==> src/rtl/sram_pkg.sv <==
// rtl/sram_pkg.sv - shared widths, FSM encoding and wait limits for the async SRAM front-end
package sram_pkg;

    localparam int ADDR_W_DEF      = 18;
    localparam int DATA_W_DEF      = 16;
    localparam int MAX_WAIT_CYCLES = 15;
    localparam int CNT_W           = $clog2(MAX_WAIT_CYCLES + 1);

    typedef enum logic [1:0] {
        IDLE    = 2'd0,
        SETUP   = 2'd1,
        ACCESS  = 2'd2,
        RECOVER = 2'd3
    } sram_state_e;

endpackage

==> src/rtl/sram_ctrl.sv <==
// rtl/sram_ctrl.sv - single-word request sequencer driving a 256Kx16 asynchronous SRAM
module sram_ctrl
    import sram_pkg::*;
#(
    parameter int ADDR_W      = ADDR_W_DEF,
    parameter int DATA_W      = DATA_W_DEF,
    parameter int WAIT_CYCLES = 1
) (
    input  logic              clk,
    input  logic              rst,
    input  logic              req_valid,
    output logic              req_ready,
    input  logic              req_we,
    input  logic [ADDR_W-1:0] req_addr,
    input  logic [DATA_W-1:0] req_wdata,
    output logic              rsp_valid,
    output logic [DATA_W-1:0] rsp_rdata,
    output logic              sram_cs_n,
    output logic              sram_rd_n,
    output logic              sram_wr_n,
    output logic [ADDR_W-1:0] sram_addr,
    output logic [DATA_W-1:0] sram_wdata,
    input  logic [DATA_W-1:0] sram_rdata
);

    sram_state_e       state_q, state_d;
    logic [CNT_W-1:0]  cnt_q, cnt_d;
    logic              we_q, we_d;
    logic              cs_n_q, cs_n_d;
    logic              rd_n_q, rd_n_d;
    logic              wr_n_q, wr_n_d;
    logic [ADDR_W-1:0] addr_q, addr_d;
    logic [DATA_W-1:0] wdata_q, wdata_d;
    logic              rsp_valid_q, rsp_valid_d;
    logic [DATA_W-1:0] rsp_rdata_q, rsp_rdata_d;

    always_comb begin
        state_d     = state_q;
        cnt_d       = cnt_q;
        we_d        = we_q;
        cs_n_d      = cs_n_q;
        rd_n_d      = rd_n_q;
        wr_n_d      = wr_n_q;
        addr_d      = addr_q;
        wdata_d     = wdata_q;
        rsp_valid_d = 1'b0;
        rsp_rdata_d = rsp_rdata_q;
        case (state_q)
            IDLE: begin
                if (req_valid) begin
                    we_d    = req_we;
                    addr_d  = req_addr;
                    if (req_we) begin
                        wdata_d = req_wdata;
                    end
                    cs_n_d  = 1'b0;
                    state_d = SETUP;
                end
            end
            SETUP: begin
                rd_n_d  = we_q;
                wr_n_d  = ~we_q;
                cnt_d   = CNT_W'(WAIT_CYCLES - 1);
                state_d = ACCESS;
            end
            ACCESS: begin
                // Read data is sampled on the same edge the strobe is released.
                if (cnt_q == '0) begin
                    if (!we_q) begin
                        rsp_rdata_d = sram_rdata;
                    end
                    rsp_valid_d = 1'b1;
                    rd_n_d      = 1'b1;
                    wr_n_d      = 1'b1;
                    cs_n_d      = 1'b1;
                    state_d     = RECOVER;
                end else begin
                    cnt_d = cnt_q - 1'b1;
                end
            end
            RECOVER: begin
                state_d = IDLE;
            end
            default: begin
                state_d = IDLE;
            end
        endcase
    end

    always_ff @(posedge clk) begin
        if (rst) begin
            state_q     <= IDLE;
            cnt_q       <= '0;
            we_q        <= 1'b0;
            cs_n_q      <= 1'b1;
            rd_n_q      <= 1'b1;
            wr_n_q      <= 1'b1;
            addr_q      <= '0;
            wdata_q     <= '0;
            rsp_valid_q <= 1'b0;
            rsp_rdata_q <= '0;
        end else begin
            state_q     <= state_d;
            cnt_q       <= cnt_d;
            we_q        <= we_d;
            cs_n_q      <= cs_n_d;
            rd_n_q      <= rd_n_d;
            wr_n_q      <= wr_n_d;
            addr_q      <= addr_d;
            wdata_q     <= wdata_d;
            rsp_valid_q <= rsp_valid_d;
            rsp_rdata_q <= rsp_rdata_d;
        end
    end

    assign req_ready  = (state_q == IDLE) & ~rst;
    assign rsp_valid  = rsp_valid_q;
    assign rsp_rdata  = rsp_rdata_q;
    assign sram_cs_n  = cs_n_q;
    assign sram_rd_n  = rd_n_q;
    assign sram_wr_n  = wr_n_q;
    assign sram_addr  = addr_q;
    assign sram_wdata = wdata_q;

endmodule

==> config.mk <==
export PLATFORM = sky130hd
export DESIGN_NAME = sram_ctrl
export DESIGN_NICKNAME = d
export VERILOG_FILES = /design/src/rtl/sram_pkg.sv /design/src/rtl/sram_ctrl.sv
export SDC_FILE = /design/constraint.sdc
export NUM_CORES = 1
export LEC_CHECK = 0
export CAP_MARGIN = 20
export CORE_MARGIN = 5
export CORE_UTILIZATION = 25
export CTS_BUF_LIST = sky130_fd_sc_hd__clkbuf_4
export DETAILED_ROUTE_END_ITERATION = 8
export SYNTH_ARGS = -nofsm -noshare
export SYNTH_HDL_FRONTEND = slang
export SYNTH_SLANG_ARGS = --single-unit
==> constraint.sdc <==
create_clock -name clk -period 1.6 [get_ports clk]
set_clock_uncertainty 0.05 [all_clocks]
set_input_delay 0.16 -clock clk [delete_from_list [all_inputs] [get_ports clk]]
set_output_delay 0.16 -clock clk [all_outputs]
set_load 0.05 [all_outputs]
# == Word level (Yosys, flattened, before mapping) ==
# Index checks and enable logic that the tools add are counted.
# classes
n_eq_ne,6
reduce_logical,12
n_bitwise,4
mux,11
add_sub_neg,1
# op_table
cell,n
AND reduction 3 bit,3
case mux 2 bit (4 select lines),1
case mux 4 bit (2 select lines),1
AND reduction 2 bit,4
inequality test 2 bit (second input constant),3
case mux 1 bit (2 select lines),3
== test 2 bit (second input constant),2
logical NOT 4 bit,1
two-way mux 2 bit,2
two-way mux 4 bit,1
nonzero test 2 bit,2
subtractor 4 x 1 -> 4 bit (second input constant),1
two-way mux 1 bit,3
NOT 1 bit,3
== test 2 x 1 -> 1 bit (second input constant),1
logical NOT 2 bit,1
OR reduction 2 bit,1
AND 1 bit,1
# word_totals
out_inout_bits,55
elab_cells,44
register_bits,61
in_bits,54

# == Logic depth before layout (Yosys ltp) ==
# Gate-level depths: netlist (run 1).
# logic_depth
ltp_word,3
depth_mapped,7

# == Least setup slack after synthesis (run 1) ==
# OpenSTA, ideal clock, no wires.
# synth_path
path_kind,register to output
start,register state_q[0]
end,output port req_ready
path_buffers,0
setup_slack_ps,50
arrival_ps,1340
stages_incl_launch_ff,4
cell_sequence,dfxtp_1 -> inv_1 -> ha_1 -> nor2b_1
# synth_between
elab_chain_len,2
# synth_lines
element,line,rtl
start: declaration,sram_ctrl.sv:26,"sram_state_e state_q, state_d;"
start signal: assignment,sram_ctrl.sv:103,state_q <= state_d;
logical NOT 2 bit,sram_ctrl.sv:116,assign req_ready = (state_q == IDLE) & ~rst;
AND 1 bit,sram_ctrl.sv:116,
end: declaration,sram_ctrl.sv:12,"output logic req_ready,"
# Every way passes these cells.

# == Final worst setup path (run 1) ==
# layout_path
start,register state_q[1]
end,output port req_ready
# Same word-level chain as after synthesis.

==> results of run 1 <==
-- flip-flops by register name, indices dropped and copies added (netlist names) --
signal,count
we_q,1
cnt_q,4
sram_rd_n,1
sram_addr,18
sram_wdata,16
rsp_valid,1
rsp_rdata,16
sram_wr_n,1
state_q,2
sram_cs_n,1
-- routing by layer --
layer / share of wire / routed length, µm
met1: 0.46 / 3022
met2: 0.46 / 3051
met3: 0.077 / 509
met4: 0.0080 / 53
met5: 0 / 0
-- power groups by stage --
| stage | Combinational [mW] | Clock, mW | Sequential (mW) |
|---|---|---|---|
| after global placement | 2.58 | 0 | 1.98 |
| after detailed placement | 2.61 | 0 | 1.99 |
| after floorplan | 0.996 | 0 | 2.75 |
| after CTS | 2.76 | 1.28 | 1.96 |
| after global routing | 2.98 | 1.35 | 2.01 |
| final | 2.77 | 1.21 | 1.98 |
-- logic make-up after synthesis --
family | Yosys count | share of synthesized area
compound gates | 49 | 0.1033
fa+ha+maj | 6 | 0.02953
flops | 61 | 0.4803
simple gates | 131 | 0.2682
mux | 18 | 0.07087
buf+inv | 24 | 0.04774
-- through the flow --
step                instances  setup WS (ps)
floorplan                 289          49.70
global placement          523          10.93
detailed placement        523         -63.30
CTS                       541          22.72
global route              541          28.66
finish                    541          109.7
-- synthesized netlist by cell type (all sizes together) --
cell,instances
nand2,69
dfxtp,61
a21oi,39
nand2b,37
mux2i,18
buf,11
nor2,8
clkbuf,7
ha,6
inv,6
o21ai,4
a31oi,2
and2,2
nor2b,2
nor3,2
nor3b,2
or4,2
a21boi,1
a311oi,1
and3,1
nand3,1
nand3b,1
nand4bb,1
nor4b,1
o21a,1
o21bai,1
or2b,1
or3b,1
-- final timing paths --
kind / to / startpoint / slack [ps]
max reg2reg: state_q[1] / cnt_q[0] / 110
min: rsp_valid / rst / 190
max: req_ready / state_q[1] / 110
min reg2reg: sram_addr[9] / sram_addr[9] / 410
-- timing repair --
item / CTS / global route
pin swaps: 1 / 0
endpoints found under the setup margin: 18 / 10
gates resized for setup: 7 / 9
endpoints found under the hold margin: 0 / 0
setup buffers: 2 / 0
-- worst max-delay path, stage by stage (launching register included) --
cell and delay (ps):
dfxtp_2 370, inv_2 70, ha_4 170, nor2b_4 130
buf_12 160
-- cell type report --
cell class	instances	area [µm²]	share of cell area
Clock buffer	11	82.58	0.02098
Clock inverter	5	75.07	0.01907
Inverter	6	25.02	0.006357
Multi-Input combinational cell	204	1252	0.3182
Sequential cell	61	1224	0.3109
Tap cell	133	166.4	0.04228
Timing Repair Buffer	121	1111	0.2823
==> impl_metrics.json, run 1 <==
{
  "die_h_um": 110.8,
  "synth_top_area_cell": "dfxtp_1",
  "drc": 0,
  "die_x_um": 110.8,
  "holdPathStages": 2,
  "synth_fp_nets": 349,
  "clk_pin_slew_ps": 90,
  "yosys-top-cells-area": "dfxtp_1 (48%), nand2_1 (10%), nand2b_1 (9.1%)",
  "cts_sinks": 61,
  "dpl_cell_area_um2": 3681,
  "post-dp-hpwl_um": 4912,
  "antenna_left": 0,
  "hold_viol": 0,
  "grt.met2_usage": 0.1707,
  "routedWlPerCell_um": 12.27,
  "fin_crit_ps": 1490,
  "critPathMaxFanout": 6,
  "status": "finished, final reports clean",
  "setup_viol": 0,
  "initial_core_util": 0.2577,
  "yosysUniqueCellTypes": 32,
  "p_switching_mw": 2.378,
  "root_buffer": "clkbuf_4",
  "grt_pass1_vias": 2251,
  "dr.first_iter.drc_count": 136,
  "max_freq_mhz": 671.0,
  "nets": 463,
  "cts_tree": "built",
  "portBuffers": 108,
  "ir_drop_uv": 510.2,
  "grt-busiest-layer": "met2",
  "cts_max_path_buffers": 2,
  "via_per_inst": 4.200,
  "synth_top_area_frac": 0.4803,
  "fillCellCount": 961,
  "relSlewSlack": 0.6510,
  "netlist_area_um2": 2542,
  "worst_r2r_path_depth": 5,
  "grt-ovfl-total": 0,
  "holdWs_ps": 193.5,
  "met1_usage": 0.1391,
  "layout_common_cells": "nand2_1 (69), buf_4 (62), dfxtp_1 (59), clkdlybuf4s50_1 (52), a21oi_1 (39)",
  "rsz0062_at_grt": "no",
  "worstSetupEndpointType": "output port",
  "avgSynthCellArea_um2": 8.797,
  "core_area_um2": 9864,
  "pwr-share-seq": 0.332,
  "arrival_ps": 1280,
  "vias": 2272,
  "fin_tns_setup_ps": 0,
  "pin_count": 109,
  "grt_util_met3": 0.04640,
  "grt_max_degree": 30,
  "drt_wl_total_um": 6636,
  "switching_share": 0.3993,
  "track_usage": 0.1092,
  "finish.utilization": 0.3990,
  "clock_latency_ps": 380,
  "internal_power_mw": 3.576,
  "postCtsHoldBufs": 0,
  "pwr-share-comb": 0.465,
  "num_rows": 36,
  "required_ps": 1390,
  "total_power_mw": 5.954,
  "drive_above_1_share": 0.2451,
  "p_leak_nw": 1.572,
  "clock_power_share": 0.203,
  "min_path_type": "primary input to flop",
  "p_per_area_nw_per_um2": 1513,
  "place.gp.congestion": 0.7354,
  "postLayoutCellArea_um2": 3936,
  "die_area_um2": 12290,
  "worstSetupPathType": "flop to output port",
  "ys_warn_count": 0,
  "htreeDepth": 3,
  "antenna_cells": 0,
  "ys_ff_latch": 61,
  "cp-start-kind": "flop",
  "area_growth_pct": 54.82,
  "drtPass1Iterations": 4,
  "mostFrequentLayoutCell": "nand2_1",
  "grt_pass1_wl_um": 11140,
  "max_cap_violations": 0,
  "cts_buffers": 9,
  "seq_area_frac_synth": 0.4803,
  "antenna_found_initial": 0,
  "drv_slew": 0,
  "postSynthCellCount": 289,
  "finalCritPeriodShare": 0.9314,
  "worst_slew_pin_slew_ps": 523.5
}
Power figures use the tool's default switching activity.
==> run 2, diff against run 1 <==
CAP_MARGIN = 0   (was 20)
CORE_MARGIN = not set   (was 5)
==> impl_metrics.json, run 2 (synthesis gave the netlist of run 1 again) <==
{
  "die_h_um": 102.8,
  "pwr-share-comb": 0.477,
  "nets": 463,
  "dr.first_iter.drc_count": 85,
  "antenna_cells": 0,
  "dr_wl_met2_um": 3095,
  "layout_common_cells": "nand2_1 (69), buf_4 (63), dfxtp_1 (60), clkdlybuf4s50_1 (52), a21oi_1 (39)",
  "r2r_start": "cnt_q[1]",
  "critPathSlowestCell": "dfxtp_1",
  "antenna_left": 0,
  "place.gp.congestion": 0.7722,
  "met3WireLength_um": 450,
  "cpPeakStageDelay_ps": 380,
  "worst_slew_pin_slew_ps": 502.9,
  "drive_above_1_share": 0.2334,
  "fillCellCount": 1034,
  "grt_pass1_wl_um": 9735,
  "path_cells": "inv_2 > ha_4 > nor2b_4 > buf_12",
  "pwr-share-seq": 0.347,
  "finalNonFillerCells": 540,
  "min_path_type": "primary input to flop",
  "worst_slack_ps": 65.39,
  "largest_register_ffs": 18,
  "hold_viol": 0,
  "worstSetupEndpointType": "output port",
  "p_per_area_nw_per_um2": 1470,
  "switching_share": 0.4159,
  "mostFrequentLayoutCell": "nand2_1",
  "die_area_um2": 10580,
  "routedWlPerCell_um": 11.84,
  "critPathMaxFanout": 6,
  "cp-start-kind": "flop",
  "wl_met1_um": 2801,
  "maxUsedRoutingLayer": "met4",
  "preCtsSetupSlack_ps": 2.132,
  "critPathTopFamily": "flip-flops",
  "track_usage": 0.1185,
  "dp.cells": 524,
  "r2r_end": "state_q[1]",
  "relSlewSlack": 0.6647,
  "dpl_cell_area_um2": 3701,
  "root_buffer": "clkbuf_4",
  "hold_start": "rst",
  "grt_max_degree": 34,
  "postCtsHoldBufs": 0,
  "clock_latency_ps": 380,
  "clock_power_share": 0.176,
  "cts_sinks": 61,
  "pin_count": 109,
  "ir_drop_uv": 558.8,
  "cts_max_path_buffers": 2,
  "holdWs_ps": 202.7,
  "p_leak_nw": 1.545,
  "initial_core_util": 0.2589,
  "drt_wl_total_um": 6393,
  "holdPathStages": 2,
  "antenna_found_initial": 0,
  "setup_viol": 0,
  "clk_pin_slew_ps": 100,
  "min_to": "sram_wdata[3]",
  "post-dp-hpwl_um": 4670,
  "finalCritPeriodShare": 0.9591,
  "p_switching_mw": 2.375,
  "cts_buffers": 9,
  "area_growth_pct": 52.81,
  "internal_power_mw": 3.336,
  "max_freq_mhz": 651.6,
  "status": "finished, final reports clean",
  "crit_buf_inv": 2,
  "via_per_inst": 4.237,
  "core_area_um2": 9819,
  "portBuffers": 108,
  "htreeDepth": 3,
  "die_x_um": 102.8,
  "vias": 2288,
  "fin_crit_ps": 1535,
  "required_ps": 1390,
  "total_power_mw": 5.711,
  "drv_slew": 0,
  "worstSetupPathType": "flop to output port",
  "postLayoutCellArea_um2": 3885,
  "arrival_ps": 1320,
  "drc": 0,
  "grt_pass1_vias": 2162,
  "num_rows": 36,
  "grt-ovfl-total": 0,
  "cts_tree": "built",
  "max_cap_violations": 0,
  "worst_r2r_path_depth": 5,
  "rrSetupSlack_ps": 70,
  "drtPass1Iterations": 4
}
-- run 2: power groups by stage --
stage / sequential, mW / combinational [mW] / clock [mW]
after floorplan: 2.75 / 0.996 / 0
after global placement: 1.99 / 2.62 / 0
after detailed placement: 2.00 / 2.65 / 0
after CTS: 1.97 / 2.67 / 1.07
after global routing: 2.01 / 2.92 / 1.13
final: 1.98 / 2.73 / 1.01
-- run 2: stage by stage --
stage | util | setup TNS [ps]
after floorplan | - | 0
after global placement | 0.3769 | 0
after detailed placement | 0.3769 | 0
after CTS | 0.3907 | -84.90
after global routing | 0.3956 | -1.947
final | 0.3956 | 0
-- run 2: per-layer routing --
layer | vias up | GRT usage
met2 | 73 | 0.2097
li1 | 1173 | -
met3 | 5 | 0.03593
met4 | 0 | 0.04875
met5 | - | 0
met1 | 1037 | 0.1322
-- run 2: timing repair --
item | 4_1_cts | 5_1_grt
setup endpoints to repair | 5 | 20
setup buffers | 0 | 1
gates resized for setup | 4 | 9
-- run 2: cell type report --
class | instances | area (µm²) | share of cell area
tap | 133 | 166.4 | 0.04283
sequential | 61 | 1222 | 0.3147
multi-input combinational | 204 | 1252 | 0.3224
clock buffer | 9 | 67.56 | 0.01739
clock inverter | 6 | 55.05 | 0.01417
inverter | 6 | 22.52 | 0.005797
timing repair buffer | 121 | 1099 | 0.2828
-- run 2: worst max path at each step --
stage / from / end / slack, ps / cells after the start
after detailed placement: state_q[0] / rsp_rdata[13] / 2 / 6
after CTS: state_q[0] / rsp_rdata[13] / -30 / 6
final: state_q[0] / req_ready / 70 / 4
after global placement: cnt_q[1] / state_q[1] / 50 / 5
after floorplan: state_q[0] / req_ready / 50 / 3
after global routing: state_q[0] / req_ready / -2 / 4
==> run 3, diff against run 2 <==
CORE_ASPECT_RATIO = 1.2   (was not set)
HOLD_SLACK_MARGIN = 0.03   (was not set)
PLACE_DENSITY = 0.53   (was not set)
==> impl_metrics.json, run 3 (synthesis gave the netlist of run 1 again) <==
{
  "hold_viol": 0,
  "cpPeakStageDelay_ps": 400,
  "largest_register_ffs": 18,
  "setup_viol": 0,
  "p_per_area_nw_per_um2": 1477,
  "via_per_inst": 4.231,
  "antenna_left": 0,
  "critPathSlowestCell": "or3b_4",
  "drt_wl_total_um": 6151,
  "antenna_cells": 0,
  "vias": 2255,
  "drv_slew": 0,
  "grt_pass1_vias": 2184,
  "hold_start": "rst",
  "portBuffers": 108,
  "status": "finished, final reports clean",
  "worstSetupPathType": "flop to flop",
  "postCtsHoldBufs": 0,
  "core_area_um2": 9711,
  "clock_latency_ps": 390,
  "die_h_um": 112.5,
  "max_cap_violations": 0,
  "finish.utilization": 0.3980,
  "r2r_end": "state_q[1]",
  "drc": 0,
  "pin_count": 109,
  "finalCritPeriodShare": 0.9478,
  "worst_slack_ps": 83.54,
  "drive_above_1_share": 0.2463,
  "cts_tree": "built",
  "num_rows": 39,
  "htreeDepth": 3,
  "fin_tns_setup_ps": 0,
  "rrSetupSlack_ps": 80,
  "antenna_found_initial": 0,
  "min_path_type": "primary input to flop",
  "clk_pin_slew_ps": 100,
  "cts_sinks": 61,
  "place.gp.congestion": 0.7354,
  "critPathMaxFanout": 4,
  "ir_drop_uv": 487.3,
  "cts_buffers": 9,
  "cts_max_path_buffers": 2,
  "worst_slew_pin_slew_ps": 358.3,
  "worst_r2r_path_depth": 5,
  "grt-ovfl-total": 0,
  "track_usage": 0.1187,
  "required_ps": 1860,
  "grt_max_degree": 26,
  "initial_core_util": 0.2618,
  "layout_common_cells": "nand2_1 (69), buf_4 (66), dfxtp_1 (59), clkdlybuf4s50_1 (52), a21oi_1 (39)",
  "mostFrequentLayoutCell": "nand2_1",
  "post-dp-hpwl_um": 4492,
  "cp-start-kind": "flop",
  "fin_crit_ps": 1516,
  "fillCellCount": 1010,
  "r2r_start": "cnt_q[0]",
  "relSlewSlack": 0.7606,
  "routedWlPerCell_um": 11.54,
  "p_leak_nw": 1.545,
  "drtPass1Iterations": 4,
  "rsz0062_at_grt": "no",
  "worstSetupEndpointType": "flop",
  "nets": 465,
  "max_freq_mhz": 659.4,
  "path_cells": "inv_2 > ha_2 > or3b_4 > a21boi_2 > mux2i_1",
  "dr.first_iter.drc_count": 44,
  "die_x_um": 94.06,
  "grt_pass1_wl_um": 9853,
  "cts_setup_buffers": 0,
  "area_growth_pct": 52.02,
  "preCtsSetupSlack_ps": 58.89,
  "cp-endpoint": "state_q[1]",
  "die_area_um2": 10580,
  "startpoint": "cnt_q[0]",
  "arrival_ps": 1780,
  "root_buffer": "clkbuf_4"
}
==> run 3: cell types whose count changed in the layout (fill, tap and decap cells not counted), sizes merged <==
| cell | change |
|---|---|
| buf | +2 |
| clkbuf | +1 |
==> run 3: per-stage QoR <==
stage / power [mW] / cell area [µm²] / std cells / hold WS, ps
2_1_floorplan: 3.747 / 2542 / 289 / 246.0
3_3_place_gp: 4.636 / 3699 / 517 / 392.8
3_5_place_dp: 4.654 / 3699 / 517 / 396.8
4_1_cts: 5.809 / 3857 / 533 / 131.9
5_1_grt: 6.083 / 3865 / 533 / 144.6
6_report: 5.709 / 3865 / 533 / 161.1
==> run 3: area by class of cell <==
type | instances | area, µm² | area share
inverters | 6 | 22.52 | 0.005827
multi-input cells | 204 | 1225 | 0.3169
flip-flops and latches | 61 | 1224 | 0.3166
clock inverters | 6 | 63.81 | 0.01651
clock buffers | 10 | 75.07 | 0.01942
repair buffers | 123 | 1101 | 0.2849
well taps | 123 | 153.9 | 0.03982
==> run 3: what timing repair did <==
action                                  CTS  global route
endpoints found under the setup margin    1            22
pin swaps                                 0             1
gates resized for setup                   4             8
==> run 3: layer usage <==
layer  up-vias  part of all wire  global-route usage
li1       1180                 -                   -
met1       997              0.46              0.1398
met3         7             0.072             0.03591
met2        71              0.46              0.1937
met5         -                 0                   0
met4         0             0.014             0.05846
==> run 3: worst min-delay path by stage <==
stage	to	slack [ps]	depth (start not counted)
2_1_floorplan	sram_wdata[0]	250	2
3_3_place_gp	sram_addr[0]	390	2
3_5_place_dp	sram_wdata[3]	400	2
4_1_cts	sram_cs_n	130	2
5_1_grt	sram_cs_n	140	2
6_report	sram_cs_n	160	2
==> run 3: where the power goes <==
| group | switching (mW) | total, mW | internal (mW) |
|---|---|---|---|
| clock network | 0.568 | 1.06 | 0.492 |
| logic | 1.62 | 2.69 | 1.07 |
| registers | 0.171 | 1.96 | 1.79 |
==> run 3: critical path: cells and delay by family, from the launching register on <==
kind	cells	cell delay (ps)
flip-flops	1	350
AO/OA/AOI/OAI	1	180
buffers and inverters	1	90
adder cells (fa/ha/maj)	1	180
multiplexers	1	200
AND/OR/NAND/NOR	1	400
